==> config.mk <==
export PLATFORM = sky130hd
export DESIGN_NAME = truncation_sram_ctrl
export DESIGN_NICKNAME = d
export VERILOG_FILES = /design/src/rtl/truncation_sram_pkg.sv /design/src/rtl/truncation_wl_decode.sv /design/src/rtl/truncation_sram_ctrl.sv
export SDC_FILE = /design/constraint.sdc
export NUM_CORES = 1
export LEC_CHECK = 0
export CORE_AREA = 4 4 488 490
export CTS_CLUSTER_DIAMETER = 80
export CTS_CLUSTER_SIZE = 14
export DETAILED_ROUTE_END_ITERATION = 7
export DIE_AREA = 0 0 492 494
export PLACE_DENSITY_LB_ADDON = 0.12
export SYNTH_ARGS = -nofsm -noshare
export SYNTH_HDL_FRONTEND = slang
export SYNTH_HIERARCHICAL = 1
export SYNTH_SLANG_ARGS = --single-unit
==> constraint.sdc <==
create_clock -name wb_clk_i -period 4.65 [get_ports wb_clk_i]
set_clock_uncertainty 0.05 [all_clocks]
set_input_delay 0.93 -clock wb_clk_i [delete_from_list [all_inputs] [get_ports wb_clk_i]]
set_output_delay 0.93 -clock wb_clk_i [all_outputs]
set_load 0.03 [all_outputs]
==> src/rtl/truncation_sram_pkg.sv <==
// Shared constants and state type for the truncation SRAM sequencer.
package truncation_sram_pkg;

  localparam int ADDR_W         = 10;
  localparam int DATA_W         = 32;
  localparam int NUM_WL         = 1024;
  localparam int DEF_PRE_CYCLES = 2;
  localparam int DEF_WL_CYCLES  = 2;

  typedef enum logic [2:0] {
    ST_IDLE,
    ST_PRE,
    ST_GAP,
    ST_ACCESS,
    ST_SENSE,
    ST_RESP
  } ctrl_state_e;

endpackage

==> src/rtl/truncation_wl_decode.sv <==
// Combinational 10-to-1024 one-hot wordline decoder with enable.
module truncation_wl_decode
  import truncation_sram_pkg::*;
(
  input  logic [ADDR_W-1:0] addr,
  input  logic              en,
  output logic [NUM_WL-1:0] wl
);

  // Raise exactly the addressed wordline when enabled, otherwise all low.
  always_comb begin
    wl = '0;
    if (en) begin
      wl[addr] = 1'b1;
    end
  end

endmodule

==> src/rtl/truncation_sram_ctrl.sv <==
// Request sequencer for the truncation SRAM macro: precharge, gap,
// wordline access, optional sense cycle, then a held response.
module truncation_sram_ctrl
  import truncation_sram_pkg::*;
#(
  parameter int PRE_CYCLES = DEF_PRE_CYCLES,
  parameter int WL_CYCLES  = DEF_WL_CYCLES
) (
  input  logic              wb_clk_i,
  input  logic              rst_n,
  input  logic              req_valid,
  output logic              req_ready,
  input  logic              req_we,
  input  logic [ADDR_W-1:0] req_addr,
  input  logic [DATA_W-1:0] req_wdata,
  input  logic [DATA_W-1:0] req_trunc,
  input  logic              req_tail,
  input  logic              req_byte_mode,
  output logic              rsp_valid,
  input  logic              rsp_ready,
  output logic              rsp_we,
  output logic [DATA_W-1:0] rsp_rdata,
  output logic              sram_pre,
  output logic              sram_readen,
  output logic              sram_writeen,
  output logic              sram_tail,
  output logic              sram_byte_en_b,
  output logic [DATA_W-1:0] sram_din,
  output logic [DATA_W-1:0] sram_trunc,
  output logic [NUM_WL-1:0] sram_wl,
  input  logic [DATA_W-1:0] sram_dout
);

  localparam int MAX_CYCLES = (PRE_CYCLES > WL_CYCLES) ? PRE_CYCLES : WL_CYCLES;
  localparam int CNT_W      = $clog2(MAX_CYCLES + 1);
  localparam logic [CNT_W-1:0] PRE_LOAD = CNT_W'(PRE_CYCLES - 1);
  localparam logic [CNT_W-1:0] WL_LOAD  = CNT_W'(WL_CYCLES - 1);

  ctrl_state_e       state_q, state_d;
  logic [CNT_W-1:0]  cnt_q, cnt_d;
  logic [ADDR_W-1:0] addr_q;
  logic              we_q;
  logic              accept;
  logic              access_d;
  logic              pre_d;
  logic              readen_d;
  logic              writeen_d;
  logic              rsp_valid_d;
  logic              ready_d;
  logic [NUM_WL-1:0] wl_d;

  assign accept = req_valid && req_ready;

  // Next state, phase counter reload on every state entry, and the next
  // values of all registered macro/handshake outputs.
  always_comb begin
    state_d = state_q;
    cnt_d   = cnt_q;
    case (state_q)
      ST_IDLE:   if (accept) state_d = ST_PRE;
      ST_PRE:    if (cnt_q == '0) state_d = ST_GAP;
                 else cnt_d = cnt_q - 1'b1;
      ST_GAP:    state_d = ST_ACCESS;
      ST_ACCESS: if (cnt_q == '0) state_d = we_q ? ST_RESP : ST_SENSE;
                 else cnt_d = cnt_q - 1'b1;
      ST_SENSE:  state_d = ST_RESP;
      ST_RESP:   if (rsp_ready) state_d = ST_IDLE;
      default:   state_d = ST_IDLE;
    endcase
    if (state_d != state_q) begin
      case (state_d)
        ST_PRE:    cnt_d = PRE_LOAD;
        ST_ACCESS: cnt_d = WL_LOAD;
        default:   cnt_d = '0;
      endcase
    end
    pre_d       = (state_d == ST_PRE);
    access_d    = (state_d == ST_ACCESS);
    writeen_d   = access_d && we_q;
    readen_d    = !we_q && (access_d || (state_d == ST_SENSE));
    rsp_valid_d = (state_d == ST_RESP);
    ready_d     = (state_d == ST_IDLE);
  end

  truncation_wl_decode u_wl_decode (
    .addr (addr_q),
    .en   (access_d),
    .wl   (wl_d)
  );

  // State register plus registered strobes so every pin seen by the macro
  // is glitch-free; read data is captured at the end of the sense cycle.
  always_ff @(posedge wb_clk_i) begin
    if (!rst_n) begin
      state_q      <= ST_IDLE;
      cnt_q        <= '0;
      sram_pre     <= 1'b0;
      sram_readen  <= 1'b0;
      sram_writeen <= 1'b0;
      sram_wl      <= '0;
      rsp_valid    <= 1'b0;
      rsp_we       <= 1'b0;
      rsp_rdata    <= '0;
      req_ready    <= 1'b1;
    end else begin
      state_q      <= state_d;
      cnt_q        <= cnt_d;
      sram_pre     <= pre_d;
      sram_readen  <= readen_d;
      sram_writeen <= writeen_d;
      sram_wl      <= wl_d;
      rsp_valid    <= rsp_valid_d;
      rsp_we       <= rsp_valid_d && we_q;
      req_ready    <= ready_d;
      if (state_q == ST_SENSE) begin
        rsp_rdata <= sram_dout;
      end
    end
  end

  // Request fields are captured only on accept and then held stable for the
  // whole operation and beyond, until the next accept.
  always_ff @(posedge wb_clk_i) begin
    if (!rst_n) begin
      addr_q         <= '0;
      we_q           <= 1'b0;
      sram_din       <= '0;
      sram_trunc     <= '0;
      sram_tail      <= 1'b0;
      sram_byte_en_b <= 1'b1;
    end else if (accept) begin
      addr_q         <= req_addr;
      we_q           <= req_we;
      sram_din       <= req_wdata;
      sram_trunc     <= req_trunc;
      sram_tail      <= req_tail;
      sram_byte_en_b <= ~req_byte_mode;
    end
  end

endmodule

# Word level (Yosys, flattened, before mapping)
# Cells that the tools add are included.
# word_totals
regBits	1144
latch_bits	0
ram_bits	0
romBits	0
out_inout_bits	1128
wordCells	58
memories	0
# op_classes
add_sub_neg	1
multipliers	0
n_div	0
magnitude_cmp	2
n_eq_ne	11
n_shift	0
n_mux	12
bitwise	1
n_reduce_logical	15
# op_table
cell	n
$pmux W3 S6	1
$eq A3 B3 Y1 const B	4
$mux W3	4
$lt A10 B11 Y1 const B	1
$demux W1 S10	1
$ge A10 B1 Y1 const B	1
$eq A3 B2 Y1 const B	3
$eq A3 B1 Y1 const B	2
$logic_not A3 Y1	2
$mux W2	3
$logic_and A1 B1 Y1	5
$reduce_and A2 Y1	2
$reduce_or A2 Y1	2
$mux W1	3
$ne A3 B3 Y1	1
$logic_not A2 Y1	1
$ne A2 B1 Y1 const B	1
$reduce_bool A2 Y1	1
$sub A2 B1 Y2 const B	1
$logic_not A1 Y1	1
$logic_or A1 B1 Y1	1
$not A1 Y1	1

# Logic depth before layout (Yosys ltp)
# Gate-level depths: netlist (run 1).
# depth
ltp_word	7
mapped_depth	12
ltp_nobuf	9

# Cells and area by module
# Netlist (run 1), hierarchy kept.
# by_module_without_submodules
module	n_inst	cells_each	area_each_um2	seq_area_each_um2
truncation_sram_ctrl	1	2702	31632.8	22902.0
truncation_wl_decode	1	1508	8511.9	0.0

# Worst setup path before layout (run 1)
# No wires, ideal clock.
# synth_path
path_type	input to register
start	in rsp_ready
end	reg sram_wl[258]
arrival_time_ps	2787
required_time_ps	4541
setup_slack_ps	1754
cell_stages	10
path_cell_list	a21o_1 > a32oi_1 > nand2_1 > nor2_1 > buf_4 > or4b_4 > buf_6 > buf_6 > nor4_1 > and2_1
# synth_via
elab_chain_len	4
# synth_lines
element	line	text
from (decl)	truncation_sram_ctrl.sv:20	input logic rsp_ready,
$mux W3	truncation_sram_ctrl.sv:67	ST_RESP: if (rsp_ready) state_d = ST_IDLE;
$pmux W3 S6	truncation_sram_ctrl.sv:59	case (state_q)
$eq A3 B2 Y1	truncation_sram_ctrl.sv:78	access_d = (state_d == ST_ACCESS);
named net access_d	truncation_sram_ctrl.sv:44	logic access_d;
$reduce_and A2 Y1 (no line)	--	
to (signal assigned)	truncation_sram_ctrl.sv:111	sram_wl <= wl_d;
to (decl)	truncation_sram_ctrl.sv:30	output logic [NUM_WL-1:0] sram_wl,
# The timed path passes the listed nets, and every way through them passes these cells.
# A chain may end at the register's enable or synchronous reset.

# Final worst setup path (run 1)
# layout_path
start	reg cnt_q[0]
end	reg sram_wl[541]
# layout_via
elab_chain_len	5
# layout_lines
element	line	text
from (decl)	truncation_sram_ctrl.sv:40	logic [CNT_W-1:0] cnt_q, cnt_d;
from (signal assigned)	truncation_sram_ctrl.sv:107	cnt_q <= cnt_d;
$logic_not A2 Y1 *	truncation_sram_ctrl.sv:61, truncation_sram_ctrl.sv:64	
$mux W3 (on tied branches)	truncation_sram_ctrl.sv:64, truncation_sram_ctrl.sv:61	
$pmux W3 S6 *	truncation_sram_ctrl.sv:59	
$eq A3 B2 Y1 *	truncation_sram_ctrl.sv:78	
named net access_d	truncation_sram_ctrl.sv:44	
$reduce_and A2 Y1 (no line) *	--	
# The timed path passes the listed nets; every way through them passes the cells marked *.

==> results of run 1 <==
## power by group
part	internal, uW	total [uW]	leakage (uW)	switching [uW]
clock	4710	8930	0.00160	4220
sequential	9930	10100	0.00922	141
combinational	695	3280	0.00861	2590
## per-layer routing
layer / share of wire / up-vias / GRT usage
met5: 0.00071 / - / 0
met4: 0.032 / 22 / 0.0492
met3: 0.073 / 249 / 0.0521
met2: 0.48 / 1127 / 0.275
met1: 0.41 / 16900 / 0.194
li1: - / 16200 / -
## state kept, by name (all words and copies together) (netlist names)
signal / count
addr_q: 10
sram_wl: 1024
we_q: 1
sram_trunc: 32
state_q: 3
sram_writeen: 1
rsp_rdata: 32
sram_byte_en_b: 1
rsp_we: 1
rsp_valid: 1
cnt_q: 2
sram_tail: 1
sram_din: 32
sram_pre: 1
sram_readen: 1
req_ready: 1
## area by class of cell
class | count | area, um2 | area share
Clock buffer | 116 | 2720 | 0.0464
Clock inverter | 38 | 582 | 0.00993
Tap cell | 3150 | 3940 | 0.0673
Inverter | 5 | 23.8 | 0.000406
Antenna cell | 5 | 12.5 | 0.000214
Sequential cell | 1144 | 22900 | 0.391
Multi-Input combinational cell | 2456 | 14900 | 0.254
Timing Repair Buffer | 1323 | 13600 | 0.231
## placed cells by master (no fill, tap or decap), types with 4 or more instances in the layout
cell / n
sky130_fd_sc_hd__a21oi_1: 110
sky130_fd_sc_hd__nand3b_1: 6
sky130_fd_sc_hd__bufinv_16: 9
sky130_fd_sc_hd__clkbuf_16: 104
sky130_fd_sc_hd__buf_4: 41
sky130_fd_sc_hd__nand2b_4: 4
sky130_fd_sc_hd__diode_2: 5
sky130_fd_sc_hd__dfxtp_1: 1144
sky130_fd_sc_hd__nand4_1: 4
sky130_fd_sc_hd__clkbuf_8: 7
sky130_fd_sc_hd__nor4_1: 1024
sky130_fd_sc_hd__clkinvlp_4: 6
sky130_fd_sc_hd__clkinv_2: 8
sky130_fd_sc_hd__buf_12: 42
sky130_fd_sc_hd__and2_1: 1027
sky130_fd_sc_hd__clkdlybuf4s50_1: 1239
sky130_fd_sc_hd__nor2_1: 7
sky130_fd_sc_hd__nand2_1: 225
sky130_fd_sc_hd__clkbuf_1: 5
sky130_fd_sc_hd__inv_8: 6
## worst max-delay path by stage
stage	slack, ns	cells after the start	startpoint	to
floorplan	1.75	10	rsp_ready	sram_wl[258]
global placement	0.77	9	req_valid	sram_wl[640]
detailed placement	0.78	9	rsp_ready	sram_wl[640]
CTS	1.44	10	cnt_q[0]	sram_wl[640]
global route	1.18	10	cnt_q[0]	sram_wl[769]
finish	1.39	11	cnt_q[0]	sram_wl[541]
## critical path, cell delays in order, from the launching register on
cell and delay, ns:
sky130_fd_sc_hd__dfxtp_1 0.39, sky130_fd_sc_hd__inv_1 0.06, sky130_fd_sc_hd__ha_1 0.29, sky130_fd_sc_hd__and2_1 0.20
sky130_fd_sc_hd__o21ai_0 0.19, sky130_fd_sc_hd__nand2_1 0.21, sky130_fd_sc_hd__nor2_1 0.23, sky130_fd_sc_hd__buf_4 0.24
sky130_fd_sc_hd__nand4_1 0.18, sky130_fd_sc_hd__buf_12 0.25, sky130_fd_sc_hd__nor4_1 0.45, sky130_fd_sc_hd__and2_1 0.16
## per-stage QoR
| stage | utilization | area [um2] | hold slack, ns |
|---|---|---|---|
| after floorplan | - | 40100 | 0.383 |
| after global placement | 0.236 | 55300 | 0.392 |
| after detailed placement | 0.236 | 55300 | 0.398 |
| after CTS | 0.250 | 58600 | 0.406 |
| after global routing | 0.250 | 58600 | 0.424 |
| final | 0.250 | 58600 | 0.404 |
## cells by family (layout without fill, tap and decap cells)
logic type	count (synthesis)	after routing	synth area share
adders and majority gates	1	1	0.000312
and+or+nand+nor	2331	2331	0.350
DFF	1144	1144	0.570
muxes	2	2	0.000530
buffers and inverters	610	1482	0.0627
other	0	5	0
xor gates and xnor gates	1	1	0.000218
AOI/OAI and AO/OA	121	121	0.0159
==> out/summary.md, run 1 <==
The run finished with clean final reports. At the placement stage, the worst setup path has a slack of 0.779 ns. The number of clock buffers added by TritonCTS is 104. After floorplanning, the core was sized to cover 234000 um2. Across the run, the number of max-cap violations was 0. After detailed routing, the number of remaining DRC violations is 0. After technology mapping, the gate count stands at 4210.

The path with the worst hold slack has its endpoint at rsp_rdata[19]. The worst register-to-register path begins at cnt_q[0]. Derived from the worst setup path, the maximum achievable clock frequency is 0.307 GHz. The total global routing track utilization is 0.162. The worst-case IR drop observed on VDD is 270 uV. The H-tree was split into 3 levels. The logs give 178 for the standard-cell row count and 1.39 ns for the slack of the worst reg-to-reg path.

After global routing the overflow that remains totals 0. The endpoint class of the critical path was a flip-flop. For the number of nets in the synthesized netlist, the log shows 4324.

Yosys instantiated no cell more often than sky130_fd_sc_hd__dfxtp_1. The tools report the CTS root buffer as sky130_fd_sc_hd__clkbuf_16. In the final routed layout, each cell accounts on average for 25.1 um.

The mapped netlist covers 40100 um2. Detailed placement finished with a half-perimeter wire length of 126 mm. Total die area: 243000 um2. The worst register-to-register path ends at sram_wl[541]. For this design, the sink count on the clock tree is 1144. In this run the count of I/O pins placed on the die edge is 1241. The initial core utilization is 0.172, and the unique cell type count in the Yosys netlist is 41. The initial antenna violation count is 22.

The longest clock path from root to sink contains 3 buffers. The detailed router finished its first iteration with 1957 violations. The count of endpoints failing hold in the final timing report is 0. At the worst endpoint, the required time is 5.31 ns. The final max-slew violation count is 0, and the pin count of the biggest net entering global routing is 207. Setup slack closes at 1.39 ns. The overall power is 22300 uW, and the top cell type's share of synthesized area is 0.570. The number of enable-type register cells in the synthesized netlist was 0; the clock latency on the worst-skew pair was 0.75 ns. In this run, placement finished with an instance count of 8078. The largest fanout on the critical path is 73. Die height: 494 um. The startpoint type of the worst setup path is a flip-flop. The total of cells resized after clock tree synthesis was 0. The tools report the number of global-route vias before repair as 34.2k. Setup violations remaining at the end of the flow were counted as 0. The worst hold path begins at rsp_rdata[19].

After clock tree synthesis, the clock-pin slew on the worst setup and hold paths is 0.07 ns. The total power per unit cell area is 380 nW/um2. The clock period could shrink to 3.26 ns. The buffer count from post-CTS setup fixing is 0, and the critical path arrival is 3.91 ns. The synthesized design contains 1144 register bits. The largest area contributor in the netlist is sky130_fd_sc_hd__dfxtp_1. The share of cells above drive strength 1 works out to 0.0514. Averaged over all synthesized cells, the footprint is 9.54 um2. The tools report the number of vias in the routed layout as 34.4k.

By area the synthesized netlist is led by sky130_fd_sc_hd__dfxtp_1 (57%), sky130_fd_sc_hd__and2_1 (16%), sky130_fd_sc_hd__nor4_1 (16%), sky130_fd_sc_hd__clkbuf_1 (4.5%), sky130_fd_sc_hd__nand2_1 (2.1%). Summed over all cells, the static leakage comes to 0.0194 uW. Count of hold-fix buffers inserted at cts: 0.

For this run, the number of Yosys warnings is 6. The global-route wire length before repair is 288 mm, and the total wirelength of the detailed-routed design is 207 mm. The final setup TNS is 0 ns. From synthesis to final layout, the design area changed by 46.0%.

The critical path is of the flip-flop to flip-flop type. The die is 492 um wide. For the pin with the worst max-slew slack, the measured transition is 1.12 ns. Routability-driven placement finished with a final weighted congestion of 0.746.

The final critical-path share of the clock period was 0.701. The run gives 8237 as the number of non-filler instances in the completed layout. The detail route stage leaves a number of antenna-violating nets equal to 0. The primary flip-flop cell chosen by synthesis mapping is sky130_fd_sc_hd__dfxtp_1.

The sequential share of the synthesized area came out at 0.570. Setup repair after global routing left no endpoint under its margin. After synthesis, the most frequently instantiated cells are sky130_fd_sc_hd__dfxtp_1 (1144), sky130_fd_sc_hd__and2_1 (1028), sky130_fd_sc_hd__nor4_1 (1024).

Counting instances, the worst hold path has a depth of 2. The worst max-slew margin expressed relative to the limit is 0.254. Share of synthesized registers carrying an async set or reset: 0. In the routed layout, each cell is associated on average with a via count of 4.18. Count of input and output buffers: 1240. The filler cells instantiated in the layout total 25.1k.

The kind of path behind the tightest hold check was flip-flop to flip-flop. Measured in cells, the most critical reg-to-reg path has a length of 11. In the final design database the tool counted 5148 nets. The pre-antenna-repair detailed-routing pass consisted of 7 iterations.

TritonCTS built the clock tree.
Note: power is estimated with default switching activity, not from simulation.
==> run 2: changes to the inputs <==
--- a/config.mk
+++ b/config.mk
@@ -5,11 +5,11 @@
 export SDC_FILE = /design/constraint.sdc
 export NUM_CORES = 1
 export LEC_CHECK = 0
-export CORE_AREA = 4 4 488 490
+export CORE_AREA = 4 4 474 476
 export CTS_CLUSTER_DIAMETER = 80
 export CTS_CLUSTER_SIZE = 14
 export DETAILED_ROUTE_END_ITERATION = 7
-export DIE_AREA = 0 0 492 494
+export DIE_AREA = 0 0 478 480
 export PLACE_DENSITY_LB_ADDON = 0.12
 export SYNTH_ARGS = -nofsm -noshare
 export SYNTH_HDL_FRONTEND = slang
==> constraint.sdc (replaced) <==
create_clock -name wb_clk_i -period 3.3 [get_ports wb_clk_i]
set_clock_uncertainty 0.05 [all_clocks]
set_input_delay 0.66 -clock wb_clk_i [delete_from_list [all_inputs] [get_ports wb_clk_i]]
set_output_delay 0.66 -clock wb_clk_i [all_outputs]
set_load 0.03 [all_outputs]
==> run 2 against run 1 <==
  * Setup slack worse by 1.1 ns
  * Clock-buffer cell count up 6
  * Total power up 39%
  * Design area up 1.2%
  * Flip-flop and latch count unchanged
  * Critical path depth unchanged
  * Final cell count down 0.80%
  * Non-clock buffer count up 112
  * Combinational power up 53%
  * Clock power up 32%
  * Maximum frequency up 7.4%
  * Largest power group unchanged
==> out/summary.md, run 2 (synthesized netlist as in run 1, its figures left out) <==
The tools report the critical path arrival as 3.67 ns. The count of endpoints failing hold in the final timing report is 0, and the average wire per cell in the routed design is 25.6 um. Setup repair after global routing left no endpoint under its margin. Static timing analysis puts the maximum clock frequency at 0.330 GHz. The top cell types in the final layout, fill and taps aside, are sky130_fd_sc_hd__clkdlybuf4s50_1 (1239), sky130_fd_sc_hd__dfxtp_1 (1144), sky130_fd_sc_hd__and2_1 (1027). Data on the critical path is required at its endpoint by 3.94 ns. The worst-case IR drop observed on VDD is 343 uV. The register with the most flip-flops in the layout has 1024 of them. Summing all placed instances gives a cell area of 56200 um2.

Once routing completed, OpenROAD measured the worst setup slack at 0.267 ns. STA classifies the critical path endpoint as a flip-flop. The worst max-slew margin expressed relative to the limit is 0.246, and the number of vias in the routed layout is 34.9k. OpenSTA, run right after detailed placement, puts the worst setup slack at -0.153 ns. The run finished with clean final reports. The final max-slew violation count is 0.

Across the run, the number of max-cap violations was 0. The congestion estimate from routability-driven global placement came to 0.757. The run gives 5257 as the final layout net count. Global-route wire length before repair: 292 mm. CTS placed an instance of sky130_fd_sc_hd__clkbuf_16 at the clock tree root.

The share of cells above drive strength 1 is 0.0700, and the final antenna-violating net count is 0. The final critical-path share of the clock period is 0.919, and the slew of the pin with the lowest slew margin is 1.13 ns. The clock-pin slew of the registers on the worst-case setup and hold paths is 0.07 ns, and the number of global-route vias before repair is 35.2k. The tools report the post-layout instance area as 59300 um2.

STA classifies the critical path startpoint as a flip-flop. Counting flops per register, the top entry is sram_wl. The die covers 229000 um2.

Once detailed placement completed, the half-perimeter wirelength came to 134 mm. TritonCTS built the clock tree. The clock passes through at most 3 buffers. Once the clock tree was built, the setup fixing pass inserted 0 buffers.

The critical path class was flip-flop to flip-flop. Count of input and output buffers: 1240. The x dimension of the die was 478 um. The tools report the placeable core region as 221000 um2. The total power per unit cell area is 523 nW/um2. Kind of path behind the tightest hold check: primary input to flip-flop. For the sink count of the clock tree, the log shows 1144. In this run the worst path has a maximum fanout of 65. Overall power consumption after layout is estimated at 31000 uW. The reported net switching power is 9700 uW. The leakage power of the design was 0.0200 uW; the slack of the worst reg-to-reg path was 0.27 ns. Sequential share of power: 0.457. The die height was 480 um; the portion of total power attributed to the clock network was 0.381.

The number of CTS-inserted buffers is 101, and the count of endpoints failing setup in the final report is 0. In the routed layout, each cell is associated on average with a via count of 4.28. The tools report the detailed router's first-iteration violation count as 2053.

The combinational fraction of design power is 0.161, and the pin count of the biggest net entering global routing is 265. The logs give 3 for the CTS H-tree depth and 0.182 for the initial core utilization. For the total wirelength of the detailed-routed design, the log shows 209 mm. The area added between synthesis and finish works out to 47.7%.

For this design the top-level I/O count stands at 1241. The most common cell after layout, fill and taps aside was sky130_fd_sc_hd__clkdlybuf4s50_1. The initial antenna violation count is 22.

At the later pin of the worst-skew pair, clock insertion delay measures 0.74 ns. The total overflow left after global routing is 0. The run gives 21300 uW as the internal cell power. The total global routing track utilization was 0.174; the switching power as a share of total power was 0.313. The minimum clock period is 3.03 ns, and the standard-cell row count is 173. The length of the first detailed-routing pass in iterations is 5.

Number of DRC violations after detailed routing: 0.
run 2: cell types whose count changed in the layout (fill, tap and decap cells not counted), sizes merged:
cell,before,now
buf,84,196
bufinv,9,2
clkbuf,116,122
inv,16,11
diode,5,8
run 2: layout make-up:
class	count	area [um2]
fillers	23400	162000
flip-flops and latches	1144	22900
multi-input cells	2456	14900
repair buffers	1435	14700
well taps	2975	3720
clock buffers	122	2740
clock inverters	26	302
inverters	5	23.8
diodes	8	20.0
run 2: critical path: stages, from the launching register on:
cell                        delay [ns]
sky130_fd_sc_hd__dfxtp_1          0.39
sky130_fd_sc_hd__inv_1            0.07
sky130_fd_sc_hd__ha_1             0.29
sky130_fd_sc_hd__and2_1           0.20
sky130_fd_sc_hd__o21ai_0          0.22
sky130_fd_sc_hd__nand2_1          0.13
sky130_fd_sc_hd__nor2_2           0.19
sky130_fd_sc_hd__buf_4            0.23
sky130_fd_sc_hd__nand4bb_4        0.17
sky130_fd_sc_hd__buf_12           0.21
sky130_fd_sc_hd__nor4_1           0.39
sky130_fd_sc_hd__and2_1           0.18
run 2: per-stage QoR:
stage | hold slack, ns | util | TNS (ns) | cells
detailed placement | 0.397 | 0.254 | -20.20 | 8015
floorplan | 0.383 | - | 0 | 4210
global route | 0.159 | 0.268 | 0 | 8166
finish | 0.218 | 0.268 | 0 | 8171
CTS | 0.106 | 0.268 | 0 | 8163
global placement | 0.393 | 0.254 | -17.77 | 8015
run 2: what timing repair did:
item,in CTS,in global routing
gates resized for setup,0,1
setup endpoints to repair,0,24
endpoints found under the hold margin,0,0
hold buffers,0,0
run 2: path summary, 6_finish.rpt:
kind	start	end	cells after the start
max	cnt_q[0]	sram_wl[466]	11
min	rst_n	req_ready	2
max reg2reg	cnt_q[0]	sram_wl[466]	11
min reg2reg	sram_trunc[4]	sram_trunc[4]	2
run 2: metal layers:
layer / GRT usage / part of all wire
met3: 0.0478 / 0.066
met2: 0.295 / 0.48
met4: 0.0500 / 0.031
met5: 0 / 0.00063
met1: 0.214 / 0.42
run 2: power groups by stage:
stage / combinational [uW] / clock, uW / sequential, uW
after floorplan: 2420 / 0 / 14700
after global placement: 5150 / 0 / 14500
after detailed placement: 5140 / 0 / 14500
after CTS: 5150 / 12300 / 14200
after global routing: 5360 / 12800 / 14200
final: 5010 / 11800 / 14200
==> run 3: changes to the inputs <==
--- a/config.mk
+++ b/config.mk
@@ -5,13 +5,12 @@
 export SDC_FILE = /design/constraint.sdc
 export NUM_CORES = 1
 export LEC_CHECK = 0
-export CORE_AREA = 4 4 474 476
+export CORE_AREA = 4 4 478 480
 export CTS_CLUSTER_DIAMETER = 80
 export CTS_CLUSTER_SIZE = 14
 export DETAILED_ROUTE_END_ITERATION = 7
-export DIE_AREA = 0 0 478 480
+export DIE_AREA = 0 0 482 484
 export PLACE_DENSITY_LB_ADDON = 0.12
 export SYNTH_ARGS = -nofsm -noshare
 export SYNTH_HDL_FRONTEND = slang
-export SYNTH_HIERARCHICAL = 1
 export SYNTH_SLANG_ARGS = --single-unit
==> run 3 against run 2 <==
  * Total power decreased by 4.2%
  * Hold slack improved by 0.19 ns
  * Synthesized area decreased by 16%
  * Synthesized cell count decreased by 22%
  * Via count decreased by 13%
  * Setup slack improved by 0.27 ns
  * Highest routed layer unchanged
==> out/summary.md, run 3 <==
The primary flip-flop cell chosen by synthesis mapping was sky130_fd_sc_hd__dfxtp_1. At the end of routability-driven placement, the weighted congestion stood at 0.765. Buffers inserted during clock tree synthesis total 97. At the worst endpoint, the required time is 3.81 ns. The total overflow left after global routing is 0.

The tools report the count of hold-fix buffers inserted at cts as 0. Post-placement worst setup slack: 0.228 ns. The final max-slew violation count was 0. The portion of total power attributed to the clock network is 0.378. The clock-pin slew of the registers on the worst-case setup and hold paths was 0.08 ns. The flow ran to the end, and the final reports show no timing, DRC or antenna violations. The post-synthesis average cell area works out to 10.4 um2. The logs give 9390 um2 for the area taken by multi-input logic gates and 0.0165 uW for the leakage power of the design. At the worst endpoint, the arrival time is 3.27 ns. Final critical-path share of the clock period: 0.838. The tools report the warning count from the yosys run as 0. sky130_fd_sc_hd__dfxtp_1 takes more of the synthesized area than any other cell. The tightest hold path in the finished design has a slack of 0.405 ns. In this run the critical register-to-register path is launched from cnt_q[0].

Walking the worst path, the cells encountered are inv_1, ha_1, nand2b_1, a311oi_2, nand4b_1, buf_12, buf_4, nor4_1. The logs give 20700 uW for the internal cell power and 0.159 for the total global routing track utilization. The critical-path cell with the highest stage delay is sky130_fd_sc_hd__nor4_1.

I/O pin count: 1241. The length of the first detailed-routing pass in iterations was 5. Setup total negative slack on the finished layout was measured at 0 ns. The cell count after synthesis was 3271; the average wire per cell in the routed design was 26.4 um. The x dimension of the die was 482 um; the smallest setup slack after layout was 0.536 ns. For the number of vias in the routed layout, the log shows 30.5k. TritonCTS built the clock tree. Summing every instance area after synthesis gives 33900 um2.

In this run the remaining antenna-violating nets after routing total 0. The area growth from synthesis to layout is 56.2%. In this run the vertical extent of the chip is 484 um.

The region available for standard cell placement spans 224000 um2. The stage delay of the slowest cell on the critical path is 0.62 ns, and the clock latency on the worst-skew pair is 0.74 ns. The endpoint of the worst hold path was sram_din[7].

The switching power as a share of total power is 0.305. For the pin with the worst max-slew slack, the measured transition is 1.17 ns. The critical register-to-register path endpoint was sram_wl[14]. The run gives 30.8k as the number of global-route vias before repair.

The routed via count divided by cell count is 4.13, and the sum of buffers and inverters on the critical path is 3. Wires add up to 195 mm. The placed wire-length estimate after detailed placement was 140 mm. The worst hold path startpoint is sram_din[7].

For the buffer count from post-CTS setup fixing, the log shows 0. The worst setup path is captured at a flip-flop. Critical path class: flip-flop to flip-flop. Setup repair after global routing left no endpoint under its margin. The count of input and output buffers is 1240, and the global-route wire length before repair is 265 mm. Once placement finished, the instance area stood at 50100 um2. The highest clock rate was 0.362 GHz. The run gives 0.222 as the worst max-slew margin expressed relative to the limit. The sequential share of the synthesized area came out at 0.676. Leaving out fill and tap cells, the most frequent cell in the layout is sky130_fd_sc_hd__clkdlybuf4s50_1. In the routed design, unresolved DRC markers number 0.

The worst hold path was traced through 2 stages. Counting every sink on the clock net gives 1144. The run gives 3 as the number of buffers on the longest clock path. Leaving out fill and tap cells, the most frequent cells in the layout are sky130_fd_sc_hd__clkdlybuf4s50_1 (1240), sky130_fd_sc_hd__dfxtp_1 (1142), sky130_fd_sc_hd__nor4_1 (1018). The logs give 0.151 for the initial core utilization and 0 for the count of endpoints failing setup in the final report.

The routed design could run at a clock period as short as 2.76 ns. The detailed router finished its first iteration with 1602 violations. The cell with the most instances after synthesis was sky130_fd_sc_hd__dfxtp_1.

After synthesis, the most frequently instantiated cells are sky130_fd_sc_hd__dfxtp_1 (1144), sky130_fd_sc_hd__nor4_1 (1018), sky130_fd_sc_hd__nand2_1 (480). The tree is rooted in a sky130_fd_sc_hd__clkbuf_16. Entering global routing, the biggest net connects 152 pins. For the post-layout instance area, the log shows 52900 um2. The sequential cells in the finished layout cover a total of 22900 um2. The unique cell type count in the Yosys netlist was 38; the top cell type's share of synthesized area was 0.676. Share of cells above drive strength 1: 0.0696. By area the synthesized netlist is led by sky130_fd_sc_hd__dfxtp_1 (68%), sky130_fd_sc_hd__nor4_1 (19%), sky130_fd_sc_hd__nand2_1 (5.3%), sky130_fd_sc_hd__clkbuf_1 (4.0%), sky130_fd_sc_hd__a21oi_1 (1.6%).

CTS built an H-tree with a depth of 3. In this run, synthesis produced a sequential element count of 1144. The run gives 0.147 as the combinational fraction of design power. The total power per unit cell area is 562 nW/um2.

The number of enable-type register cells in the synthesized netlist came out at 0. For this run, the post-layout net count is 4472. Along the worst path, the maximum fanout reaches 29. For the count of endpoints failing hold in the final timing report, the log shows 0. Broken down by cell family, the worst path's largest delay share belongs to simple AND/OR/NAND/NOR gates. For the initial antenna violation count, the log shows 18. The number of gates resized after CTS was 0.

The analysis attributes to net switching a power of 9080 uW. The floorplan step defined a die boundary enclosing 233000 um2. The kind of path behind the tightest hold check is flip-flop to flip-flop. Sequential share of power: 0.475. After filler insertion, the fill cell instance count of the layout stands at 24.3k.

Synthesis produced a netlist with a net count of 3386. The slack of the worst reg-to-reg path is 0.54 ns, and the worst-case vdd ir drop is 452 uV. In this run the core area contains 174 standard-cell rows. The startpoint type of the worst setup path is a flip-flop.

The register with the most flip-flops in the layout has 1024 of them. The run gives 0 as the number of max-capacitance violations reported. The logic depth of the worst register-to-register path was 8; the share of synthesized registers carrying an async set or reset was 0. sram_wl holds more flip-flops than any other register.
## run 3: cell count changes in the layout (fill, tap and decap cells not counted), moves of 25 or more
cell / previous run / this run
sky130_fd_sc_hd__and2_1: 1027 / 0
sky130_fd_sc_hd__buf_12: 69 / 33
sky130_fd_sc_hd__nor2_1: 6 / 31
sky130_fd_sc_hd__nand2_1: 225 / 479
## run 3: worst max-delay path by stage
stage	from	endpoint	slack (ns)	cells after the start
2_1_floorplan	cnt_q[0]	sram_wl[658]	1.17	10
3_3_place_gp	req_valid	sram_wl[14]	0.14	7
3_5_place_dp	req_valid	sram_wl[14]	0.23	7
4_1_cts	sram_writeen	sram_writeen	0.38	1
5_1_grt	sram_writeen	sram_writeen	0.43	1
6_report	cnt_q[0]	sram_wl[14]	0.54	8
## run 3: power groups by stage
stage	logic, uW	registers, uW	clock network (uW)
floorplan	2180	14600	0
global placement	4500	14400	0
detailed placement	4480	14400	0
CTS	4480	14100	11800
global route	4710	14100	12200
finish	4370	14100	11200
## run 3: final cells by class
| type | instances | area share |
|---|---|---|
| diodes | 7 | 0.000331 |
| clock buffers | 110 | 0.0477 |
| clock inverters | 17 | 0.00539 |
| inverters | 8 | 0.000898 |
| multi-input cells | 1709 | 0.177 |
| flip-flops and latches | 1144 | 0.433 |
| well taps | 2992 | 0.0707 |
| repair buffers | 1397 | 0.265 |
## run 3: kinds of logic (layout without fill, tap and decap cells)
logic type               after synthesis  after routing  synth area share
AO/OA/AOI/OAI                        125            125            0.0194
XOR/XNOR                               1              1          0.000259
adder cells (fa/ha/maj)                2              2          0.000739
buffers and inverters                418           1532            0.0484
flip-flops                          1144           1144             0.676
multiplexers                           2              2          0.000591
other                                  0              7                 0
AND/OR/NAND/NOR                     1579           1579             0.254
## run 3: per-stage QoR
| step | util | instances | total power, uW |
|---|---|---|---|
| global placement | 0.223 | 7250 | 18900 |
| detailed placement | 0.223 | 7250 | 18900 |
| finish | 0.236 | 7384 | 29700 |
| floorplan | - | 3271 | 16800 |
| CTS | 0.236 | 7377 | 30400 |
| global route | 0.236 | 7380 | 31000 |
## run 3: tightest hold or removal path, stage by stage, from the launching register on
cell and delay (ns):
sky130_fd_sc_hd__dfxtp_1 0.31, sky130_fd_sc_hd__nand2_1 0.05, sky130_fd_sc_hd__a21oi_1 0.05
## run 3: routing by layer
metal	part of all wire	global-route usage
met5	0.000067	0
met4	0.020	0.0392
met3	0.090	0.0566
met2	0.49	0.279
met1	0.39	0.182
